### config.mk
export PLATFORM = sky130hd
export DESIGN_NAME = frame_buffer_arbiter
export DESIGN_NICKNAME = d
export VERILOG_FILES = /design/src/rtl/frame_buffer_arbiter.sv
export SDC_FILE = /design/constraint.sdc
export NUM_CORES = 1
export LEC_CHECK = 0
export CORE_ASPECT_RATIO = 1.1
export CORE_MARGIN = 2
export CORE_UTILIZATION = 35
export CTS_CLUSTER_DIAMETER = 60
export DETAILED_ROUTE_END_ITERATION = 10
export HOLD_SLACK_MARGIN = 0.15
export PLACE_DENSITY = 0.76
export SKIP_LAST_GASP = 1
export SYNTH_ARGS = -nofsm -noshare
export SYNTH_HDL_FRONTEND = slang
export SYNTH_SLANG_ARGS = --single-unit
### constraint.sdc
create_clock -name clk -period 1.9 [get_ports clk]
set_input_delay 0.38 -clock clk [delete_from_list [all_inputs] [get_ports clk]]
set_output_delay 0.38 -clock clk [all_outputs]
set_load 0.01 [all_outputs]
### src/rtl/frame_buffer_arbiter.sv
// Frame buffer arbiter: shares one single-port, double-banked pixel RAM
// between the display scan reader (front bank, priority) and a host port
// (back bank). Includes a zero-fill clear engine and frame-synchronous swap.
//
// state  | meaning
// -------+-----------------------------------------------------------
// IDLE   | host_req may be served; clear engine inactive
// CLEAR  | clear engine owns the host side, zero-filling the back bank
module frame_buffer_arbiter #(
    parameter int ADDR_W        = 10,
    parameter int DATA_W        = 24,
    parameter int MAX_HOST_WAIT = 4
) (
    input  logic              clk,
    input  logic              rst,
    input  logic              disp_req,
    input  logic [ADDR_W-1:0] disp_addr,
    output logic              disp_gnt,
    output logic              disp_valid,
    output logic [DATA_W-1:0] disp_rdata,
    input  logic              host_req,
    input  logic              host_we,
    input  logic [ADDR_W-1:0] host_addr,
    input  logic [DATA_W-1:0] host_wdata,
    output logic              host_gnt,
    output logic              host_valid,
    output logic [DATA_W-1:0] host_rdata,
    input  logic              host_clear,
    input  logic              host_swap,
    input  logic              frame_start,
    output logic              clear_busy,
    output logic              swap_pend,
    output logic              swap_done,
    output logic              front_bank,
    output logic              ram_en,
    output logic              ram_we,
    output logic [ADDR_W:0]   ram_addr,
    output logic [DATA_W-1:0] ram_wdata,
    input  logic [DATA_W-1:0] ram_rdata
);

    localparam int WAIT_W = $clog2(MAX_HOST_WAIT + 1);
    localparam logic [WAIT_W-1:0] WAIT_MAX = WAIT_W'(MAX_HOST_WAIT);

    localparam logic [0:0] ST_IDLE  = 1'b0;
    localparam logic [0:0] ST_CLEAR = 1'b1;

    logic [0:0]        state;
    logic [ADDR_W-1:0] clear_ctr;
    logic [WAIT_W-1:0] wait_ctr;
    logic [DATA_W-1:0] disp_hold;
    logic [DATA_W-1:0] host_hold;
    logic              host_side_req;
    logic              host_win;
    logic              clear_win;
    logic              do_swap;

    assign clear_busy = (state == ST_CLEAR);

    // Arbitration and RAM strobe generation; nothing is issued while in reset
    always_comb begin
        host_side_req = ~rst & (clear_busy | host_req);
        host_win      = host_side_req & (~disp_req | (wait_ctr == WAIT_MAX));
        disp_gnt      = ~rst & disp_req & ~host_win;
        clear_win     = host_win & clear_busy;
        host_gnt      = host_win & ~clear_busy;
        ram_en        = disp_gnt | host_win;
        ram_we        = clear_win | (host_gnt & host_we);
        ram_addr      = '0;
        ram_wdata     = '0;
        if (disp_gnt) begin
            ram_addr = {front_bank, disp_addr};
        end else if (clear_win) begin
            ram_addr = {~front_bank, clear_ctr};
        end else if (host_gnt) begin
            ram_addr = {~front_bank, host_addr};
            if (host_we) begin
                ram_wdata = host_wdata;
            end
        end
    end

    // Starvation counter: counts host-side losses, forces a slot at the limit
    always_ff @(posedge clk) begin
        if (rst) begin
            wait_ctr <= '0;
        end else if (host_win) begin
            wait_ctr <= '0;
        end else if (host_side_req) begin
            wait_ctr <= wait_ctr + 1'b1;
        end
    end

    // Clear engine: one zero write per host-side win, leaves after the last address
    always_ff @(posedge clk) begin
        if (rst) begin
            state     <= ST_IDLE;
            clear_ctr <= '0;
        end else begin
            case (state)
                ST_IDLE: begin
                    if (host_clear) begin
                        state     <= ST_CLEAR;
                        clear_ctr <= '0;
                    end
                end
                ST_CLEAR: begin
                    if (clear_win) begin
                        clear_ctr <= clear_ctr + 1'b1;
                        if (clear_ctr == '1) begin
                            state <= ST_IDLE;
                        end
                    end
                end
                default: state <= ST_IDLE;
            endcase
        end
    end

    // A swap is only applied at a frame boundary and never while clearing,
    // so the display never sees a partially cleared bank
    assign do_swap = frame_start & (swap_pend | host_swap) & ~clear_busy;

    // Bank swap bookkeeping
    always_ff @(posedge clk) begin
        if (rst) begin
            front_bank <= 1'b0;
            swap_pend  <= 1'b0;
            swap_done  <= 1'b0;
        end else begin
            swap_done <= do_swap;
            if (do_swap) begin
                front_bank <= ~front_bank;
                swap_pend  <= 1'b0;
            end else if (host_swap) begin
                swap_pend <= 1'b1;
            end
        end
    end

    // Read-valid tracking and last-read hold registers
    always_ff @(posedge clk) begin
        if (rst) begin
            disp_valid <= 1'b0;
            host_valid <= 1'b0;
            disp_hold  <= '0;
            host_hold  <= '0;
        end else begin
            disp_valid <= disp_gnt;
            host_valid <= host_gnt & ~host_we;
            if (disp_valid) begin
                disp_hold <= ram_rdata;
            end
            if (host_valid) begin
                host_hold <= ram_rdata;
            end
        end
    end

    // RAM data arrives one cycle after the grant; present it live on the
    // valid cycle, then keep showing it until the next read completes
    assign disp_rdata = disp_valid ? ram_rdata : disp_hold;
    assign host_rdata = host_valid ? ram_rdata : host_hold;

endmodule

# After elaboration in Yosys (flattened, before gate mapping)
# Index checks and enable logic that the tools add are counted.
[word_totals] ff_bits=67 latch_bits=0 ram_bits=0 romBits=0 memories=0
[op_classes] addsub=2 mul=0 div=0 order_cmp=0 n_eq_ne=4 shifts=0 n_mux=16 bitwise=21 n_reduce_logical=3
[ops] operator="$mux W24" count=6
[ops] operator="$mux W11" count=3
[ops] operator="$mux W10" count=2
[ops] operator="$pmux W10 S2" count=1
[ops] operator="$add A10 B1 Y10 const B" count=1
[ops] operator="$and A1 B1 Y1" count=10
[ops] operator="$eq A10 B10 Y1 const B" count=1
[ops] operator="$not A1 Y1" count=6
[ops] operator="$or A1 B1 Y1" count=5
[ops] operator="$reduce_or A2 Y1" count=2
[ops] operator="$add A3 B1 Y3 const B" count=1
[ops] operator="$eq A3 B3 Y1 const B" count=1
[ops] operator="$mux W1" count=3
[ops] operator="$ne A2 B1 Y1 const B" count=1
[ops] operator="$ne A2 B2 Y1 const B" count=1
[ops] operator="$pmux W1 S2" count=1
[ops] operator="$reduce_and A2 Y1" count=1

# Logic depth before layout (Yosys ltp)
[depth] ltp_word=7 depth_mapped=7

# Worst setup path after synthesis
# No wires, ideal clock.
[synth_timing] kind="register to output" start="reg wait_ctr[0]" end="out ram_addr[3]" arrival_ns=1.586 slack_ns=-0.066 stages_incl_launch_ff=8 cell_sequence="dfxtp_1 > inv_1 > ha_1 > a21boi_2 > nor4b_2 > buf_2 > a22oi_1 > nand2_1"
[synth_via] elab_chain_cells=7 word_cells_on_any_way=10 cone_classes="eq/ne: 1; mux: 3; bitwise: 6"
[synth_rtl] element="start, declared" line_no="50" source="logic [WAIT_W-1:0] wait_ctr;"
[synth_rtl] element="start signal, assigned" line_no="90" source="wait_ctr <= wait_ctr + 1'b1;"
[synth_rtl] element="$eq A3 B3 Y1" line_no="63" source="host_win = host_side_req & (~disp_req | (wait_ctr == WAIT_MAX));"
[synth_rtl] element="$or A1 B1 Y1" line_no="63"
[synth_rtl] element="$and A1 B1 Y1" line_no="63"
[synth_rtl] element="$and A1 B1 Y1" line_no="66" source="host_gnt = host_win & ~clear_busy;"
[synth_rtl] element="named net host_gnt" line_no="25" source="output logic host_gnt,"
[synth_rtl] element="$mux W11" line_no="75" source="end else if (host_gnt) begin"
[synth_rtl] element="$mux W11" line_no="73" source="end else if (clear_win) begin"
[synth_rtl] element="$mux W11" line_no="71" source="if (disp_gnt) begin"
[synth_rtl] element="end, declared" line_no="37" source="output logic [ADDR_W:0] ram_addr,"
# The timed path passes the listed nets, and every way through them passes these cells.

# Final worst setup path
[layout_timing] start="reg wait_ctr[1]" end="out ram_addr[2]"
[layout_via] elab_chain_cells=7 word_cells_on_any_way=10 cone_classes="eq/ne: 1; mux: 3; bitwise: 6"
[layout_rtl] element="$eq A3 B3 Y1 (*)" line_no="63"
[layout_rtl] element="$or A1 B1 Y1 (*)" line_no="63"
[layout_rtl] element="$and A1 B1 Y1 (*)" line_no="63"
[layout_rtl] element="$and A1 B1 Y1" line_no="66"
[layout_rtl] element="$mux W11" line_no="75"
[layout_rtl] element="$mux W11" line_no="73"
[layout_rtl] element="$mux W11 (*)" line_no="71"
# Every way passes the cells marked *; elsewhere a longest branch is shown, timed or not.

==> run_results.csv <==
group,metric,value,unit
clock_network,clk_latency,330,ps
die,initial_core_util,35.5,%
yosys,synth_enable_flop_cells,0,
route,drt-vias-per-instance,4.93,
die,chip_height,103,um
power_and_ir_drop,combPwrFrac,22.5,%
yosys,post_synthesis_compound_gate_area_fraction,8.47,%
die,ios,169,
yosys,synth_top_cells_by_area,"sky130_fd_sc_hd__dfxtp_1, sky130_fd_sc_hd__mux2_2, sky130_fd_sc_hd__nor2b_1",
grt,grt_start_max_net_pins,39,
grt,grt_antenna_before_repair,0,
power_and_ir_drop,seqPwrFrac,43.3,%
timing,fin_skew,7.78,ps
route,drt_first_pass_iters,4,
finish,layout_net_count,640,
place,place_congestion,0.858,
route,drt-wirelength-per-cell,16.5,um
finish,num_antenna_cells,0,
yosys,seq_area_frac_synth,43.2,%
timing,holdWs,509,ps
setup_path,crit-reg2reg-capture,"clear_ctr[4]",
power_and_ir_drop,power_report.internal_total,0.00252,W
setup_path,cp-end-kind,"output port",
clock_network,clock-root-buffer,"sky130_fd_sc_hd__clkbuf_8",
setup_path,reg2reg_slack,-400,ps
timing,setup_viol_count_final,44,
setup_path,reg2reg_depth,11,
grt,grt.overflow.total,0,
setup_path,worstPathMaxFanout,7,
grt,first_global_vias,3104,
setup_path,r2r-start,"wait_ctr[0]",
route,number_of_nets_with_antenna_violations_after_routing,0,
yosys,synth-simple-area-share,25.3,%
yosys,syn-mean-instance-area,9.46,um^2
clock_network,cts_tree,"done",
clock_network,max-clock-path-buffers,2,
min_path,worst_hold_startpoint,"clear_ctr[2]",
outcome,status,"finished, violations left",
route,dr_wl_met2,5.92,mm
timing,worst-slew-pin-transition,395,ps
route,wirelength,11.2,mm
place,dpl.hpwl,6.58,mm
yosys,mappedNetlistNets,407,
route,via_count,3352,
yosys,ys_async_rst_share,0,%
power_and_ir_drop,pwr_density_cell,571,mW/mm^2
timing,finalCritPeriodShare,126,%
clock_network,ctsHoldBuffers,0,
grt,grt.total_usage,20.2,%
setup_path,worstSetupStartpointType,"register",
place,dpl.cell_count,619,
setup_path,worst_setup_path_startpoint,"wait_ctr[1]",
yosys,ys.flop_type,"sky130_fd_sc_hd__dfxtp_1",
clock_network,cts.sinks,67,
timing,timing.final.crit_period,2390,ps
route,routed_length_on_met3,642,um
finish,area_overhead_of_the_layout_relative_to_synthesis,91.5,%
finish,drive_above_1_share,46.5,%
yosys,synthAdderAreaFrac,1.21,%
setup_path,max_stage_delay,340,ps
route,met1_length,4.50,mm
timing,unrepaired_setup_endpoints_after_global_routing,"true",
grt,wire_length_of_the_first_global_routing_pass,15.2,mm
setup_path,cp_data_required_time,1520,ps
yosys,synthesis.yosys.warnings,0,
flow_run,drv.max_cap_violation_count,0,
timing,slew-limit-headroom,73.7,%
timing,final_critical_path_setup_slack,-494,ps
timing,max_freq,0.418,GHz
min_path,hold_path_end,"clear_ctr[2]",
finish,post_route_core_utilization,68.0,%
setup_path,worst-setup-path-type,"reg -> out",
setup_path,cp.arrival,2010,ps
die,die_area,0.00964,mm^2
timing,report.final.hold_viol_count,0,
min_path,timing.hold.worst.class,"reg -> reg",
die,core_area,0.00874,mm^2
power_and_ir_drop,worst_ir_drop_on_vdd,0.373,mV
outcome,failed_checks,"setup timing",
clock_network,ctsHtreeMaxLevel,3,
setup_path,cp_cell_sequence,"inv_2, ha_4, a21boi_4, nor4b_4, clkbuf_16, buf_8, buf_12, a221o_1, buf_2",
power_and_ir_drop,swShare,25.7,%
min_path,hold_path_depth,1,
route,highest_layer,"met4",
finish,post_layout_nonfiller_instances,680,
yosys,yosys.area.top_type,"sky130_fd_sc_hd__dfxtp_1",
yosys,synth_area,0.00310,mm^2
power_and_ir_drop,power.clock.fraction,34.2,%
timing,timing.final.max_slew_violations,0,
yosys,synth_cells,328,
setup_path,worst_path_max_delay_cell,"sky130_fd_sc_hd__dfxtp_2",
yosys,synth.ff_latch_count,67,
yosys,synth_top_family_by_area,"simple AND/OR/NAND/NOR gates",
yosys,synth_mux_area_share,18.1,%
route,1st_iter_drt_viols,113,
clock_network,clk_pin_slew,80,ps
yosys,post-synth-top-area-fraction,43.2,%
die,floorplan.rows,36,
route,route.detailed.drc,0,
yosys,yosys.area_share.xor_xnor,0.282,%
clock_network,cts_made_buffers,9,
power_and_ir_drop,p_leak,2.63,nW
die,chipWidth,93.8,um
yosys,synthDistinctLibCells,36,
place,numPortBuffers,168,
power_and_ir_drop,net-switching-power,0.000871,W
==> sequential cells by signal, summed over array words and instances (netlist names) <==
| signal | cells |
|---|---|
| clear_ctr | 10 |
| disp_hold | 24 |
| swap_pend | 1 |
| disp_valid | 1 |
| swap_done | 1 |
| host_valid | 1 |
| front_bank | 1 |
| wait_ctr | 3 |
| clear_busy | 1 |
| host_hold | 24 |
==> worst max-delay path: cells and delay by family (launching register included) <==
family                   cells  cell delay, ps
buffers and inverters        5             580
adder cells (fa/ha/maj)      1             160
AO/OA/AOI/OAI                2             520
flip-flops                   1             340
AND/OR/NAND/NOR              1              80
==> stage by stage <==
stage                     worst slack (ps)  cell area [um^2]  power (W)  setup TNS, ps
final                                 -494              5940    0.00339         -18480
after global routing                  -587              5940    0.00354         -22530
after CTS                             -549              5520    0.00335         -17040
after detailed placement              -770              5120    0.00216         -34230
after global placement                -752              5120    0.00215         -32170
after floorplan                      -3.70              3110    0.00175          -3.70
==> cell families after synthesis <==
family,count (synthesis)
flip-flops,67
XOR/XNOR,1
adder cells (fa/ha/maj),3
AND/OR/NAND/NOR,140
buffers and inverters,27
AO/OA/AOI/OAI,40
multiplexers,50
==> worst max path at each step <==
stage | to | slack (ps) | depth (start not counted)
global route | ram_addr[2] | -590 | 9
detailed placement | ram_addr[7] | -770 | 7
finish | ram_addr[2] | -490 | 9
CTS | ram_addr[2] | -550 | 9
global placement | ram_addr[10] | -750 | 7
floorplan | ram_addr[0] | -4 | 6
==> synth_stat cells, drive strengths merged, types with 2 or more instances <==
| cell type | n |
|---|---|
| nand4 | 3 |
| nand2 | 26 |
| nand2b | 2 |
| nor2b | 50 |
| a21oi | 12 |
| and3 | 25 |
| or2 | 2 |
| mux2i | 2 |
| inv | 4 |
| and2 | 2 |
| buf | 3 |
| a21o | 2 |
| o21ai | 9 |
| clkbuf | 20 |
| ha | 3 |
| or3 | 7 |
| a22oi | 8 |
| mux2 | 48 |
| nand3 | 4 |
| nor3 | 4 |
| nor2 | 11 |
| a311oi | 2 |
| dfxtp | 67 |
==> final cells by class <==
| type | instances | area (um^2) |
|---|---|---|
| fill | 650 | 2800 |
| inverter | 4 | 15.0 |
| timing repair buffer | 245 | 2340 |
| multi-input combinational | 234 | 1900 |
| clock buffer | 10 | 128 |
| clock inverter | 6 | 66.3 |
| tap | 114 | 143 |
| sequential | 67 | 1350 |
==> metal layers <==
layer	up-vias	global-route usage (%)
met5	-	0
met4	0	4.91
met3	16	5.34
met2	128	37.7
met1	1599	22.8
li1	1609	-
==> what timing repair did <==
action                                  4_1_cts  5_1_grt
gates resized for setup                     326      117
buffers inserted                             29       10
pin swaps                                    17       23
endpoints found under the setup margin       93       91
gates cloned                                  8        2
==> cell usage in the layout, fill, tap and decap left out, drive strengths merged, types with 12 or more instances in the layout <==
cell	n
and3	25
dfxtp	67
a21oi	12
buf	139
clkbuf	25
mux2	48
nor2b	50
clkdlybuf4s50	78
nand2	26
==> power by group through the flow <==
stage                     Sequential (W)  Clock (W)  Combinational [W]
after floorplan                  0.00149          0           0.000252
after global placement           0.00149          0           0.000655
after detailed placement         0.00149          0           0.000666
after CTS                        0.00147    0.00118           0.000701
after global routing             0.00147    0.00126           0.000809
final                            0.00147    0.00116           0.000763
Power figures use the tool's default switching activity.
==> RTL change (config.mk and constraints unchanged) <==
Reset style: asynchronous (`rst`), changed in 4 clocked blocks.
--- a/src/rtl/frame_buffer_arbiter.sv
+++ b/src/rtl/frame_buffer_arbiter.sv
@@ -81,7 +81,7 @@
     end
 
     // Starvation counter: counts host-side losses, forces a slot at the limit
-    always_ff @(posedge clk) begin
+    always_ff @(posedge clk or posedge rst) begin
         if (rst) begin
             wait_ctr <= '0;
         end else if (host_win) begin
@@ -92,7 +92,7 @@
     end
 
     // Clear engine: one zero write per host-side win, leaves after the last address
-    always_ff @(posedge clk) begin
+    always_ff @(posedge clk or posedge rst) begin
         if (rst) begin
             state     <= ST_IDLE;
             clear_ctr <= '0;
@@ -122,7 +122,7 @@
     assign do_swap = frame_start & (swap_pend | host_swap) & ~clear_busy;
 
     // Bank swap bookkeeping
-    always_ff @(posedge clk) begin
+    always_ff @(posedge clk or posedge rst) begin
         if (rst) begin
             front_bank <= 1'b0;
             swap_pend  <= 1'b0;
@@ -139,7 +139,7 @@
     end
 
     // Read-valid tracking and last-read hold registers
-    always_ff @(posedge clk) begin
+    always_ff @(posedge clk or posedge rst) begin
         if (rst) begin
             disp_valid <= 1'b0;
             host_valid <= 1'b0;
Function: differs if rst is asserted again (counterexample within 4 cycles, from zero or initial values and one cycle with rst high); with rst held inactive, the same outputs for 10 cycles.
==> RTL change against the unedited design <==
The flow still finishes with violations (setup timing); worst setup slack better by 0.077 ns; sequential power is 15% higher; synthesized cell count is 19% lower; cell area is 2.5% lower; area after synthesis is 0.28% lower; clock skew is 0.0044 ns higher; power is 10% higher; worst hold slack worse by 0.024 ns; utilization is 0.16 points higher; clock power is 11% lower; first-iteration DRC count is 5.3% lower; sequential cell count stayed put; routed wire length is 6.5% lower.
==> RTL change: results <==
metrics = {
    "logic_synthesis": {
        "synth_cell_types": 37,
        "ys_seq_area_frac": 0.542,
        "yosys-top-cells-count": "67 x dfrtp_1, 40 x mux2_1, 32 x nand2_1",
        "ys.flop_type": "dfrtp_1",
        "synthArstFlopShare": 1.00,
        "syn_nets": 344,
    },
    "clock_network": {
        "cts_setup_buffers": 20,
        "ctsResizeCount": 368,
    },
    "worst_setup_path": {
        "cp.arrival_ns": 1.94,
        "reg2reg_slack_ns": 0.06,
        "max_stage_delay_ns": 0.39,
        "reg2reg_depth": 10,
        "r2r_end": "clear_ctr[7]",
        "critPathCapture": "ram_wdata[3]",
        "critPathMaxFanout": 18,
        "path_delay_family": "simple AND/OR/NAND/NOR gates",
    },
    "placement": {
        "place_ws_ns": -0.686,
        "placed_cells": 565,
        "dp.final_hpwl_mm": 7.16,
        "placed_cell_area_sq_um": 5170,
    },
    "final_layout": {
        "finalNetCount": 569,
        "layout.cells.non_filler": 606,
    },
    "timing": {
        "setup_viol": 41,
        "fin_ws_ns": -0.417,
    },
    "global_route": {
        "grt_first_pass_wirelength_mm": 15.8,
        "first_global_vias": 3046,
        "met2_usage": 0.367,
        "grt_max_degree": 43,
        "grt_usage": 0.210,
    },
    "pwr": {
        "power.internal_w": 0.00267,
        "p_leak_nw": 2.81,
        "p_per_area_nw_per_um2": 647,
    },
    "outcome": {
        "outcome": "finished, violations left",
        "violations": "setup timing",
    },
}
## RTL change: worst min-delay path by stage
stage             startpoint            end  slack [ns]
2_1_floorplan            rst     clear_busy        0.30
3_3_place_gp   disp_hold[20]  disp_hold[20]        0.46
3_5_place_dp   host_hold[15]  host_hold[15]        0.47
4_1_cts                  rst   clear_ctr[1]        0.46
5_1_grt        host_hold[12]  host_hold[12]        0.50
6_report       disp_hold[18]  disp_hold[18]        0.48
## RTL change: final cells by class
cell class / count / area (sq um)
sequential: 67 / 1680
inverter: 6 / 27.5
timing repair buffer: 230 / 2240
tap: 111 / 139
clock buffer: 12 / 145
fill: 631 / 2710
clock inverter: 4 / 26.3
multi-input combinational: 176 / 1530
## RTL change: logic make-up (layout without fill, tap and decap cells)
logic type	Yosys count	after routing	synth area share
DFF	67	67	0.542
buffers and inverters	22	252	0.0372
adders and majority gates	3	3	0.0121
muxes	50	50	0.181
AOI/OAI and AO/OA	34	34	0.0780
and+or+nand+nor	88	88	0.147
xor gates and xnor gates	1	1	0.00283
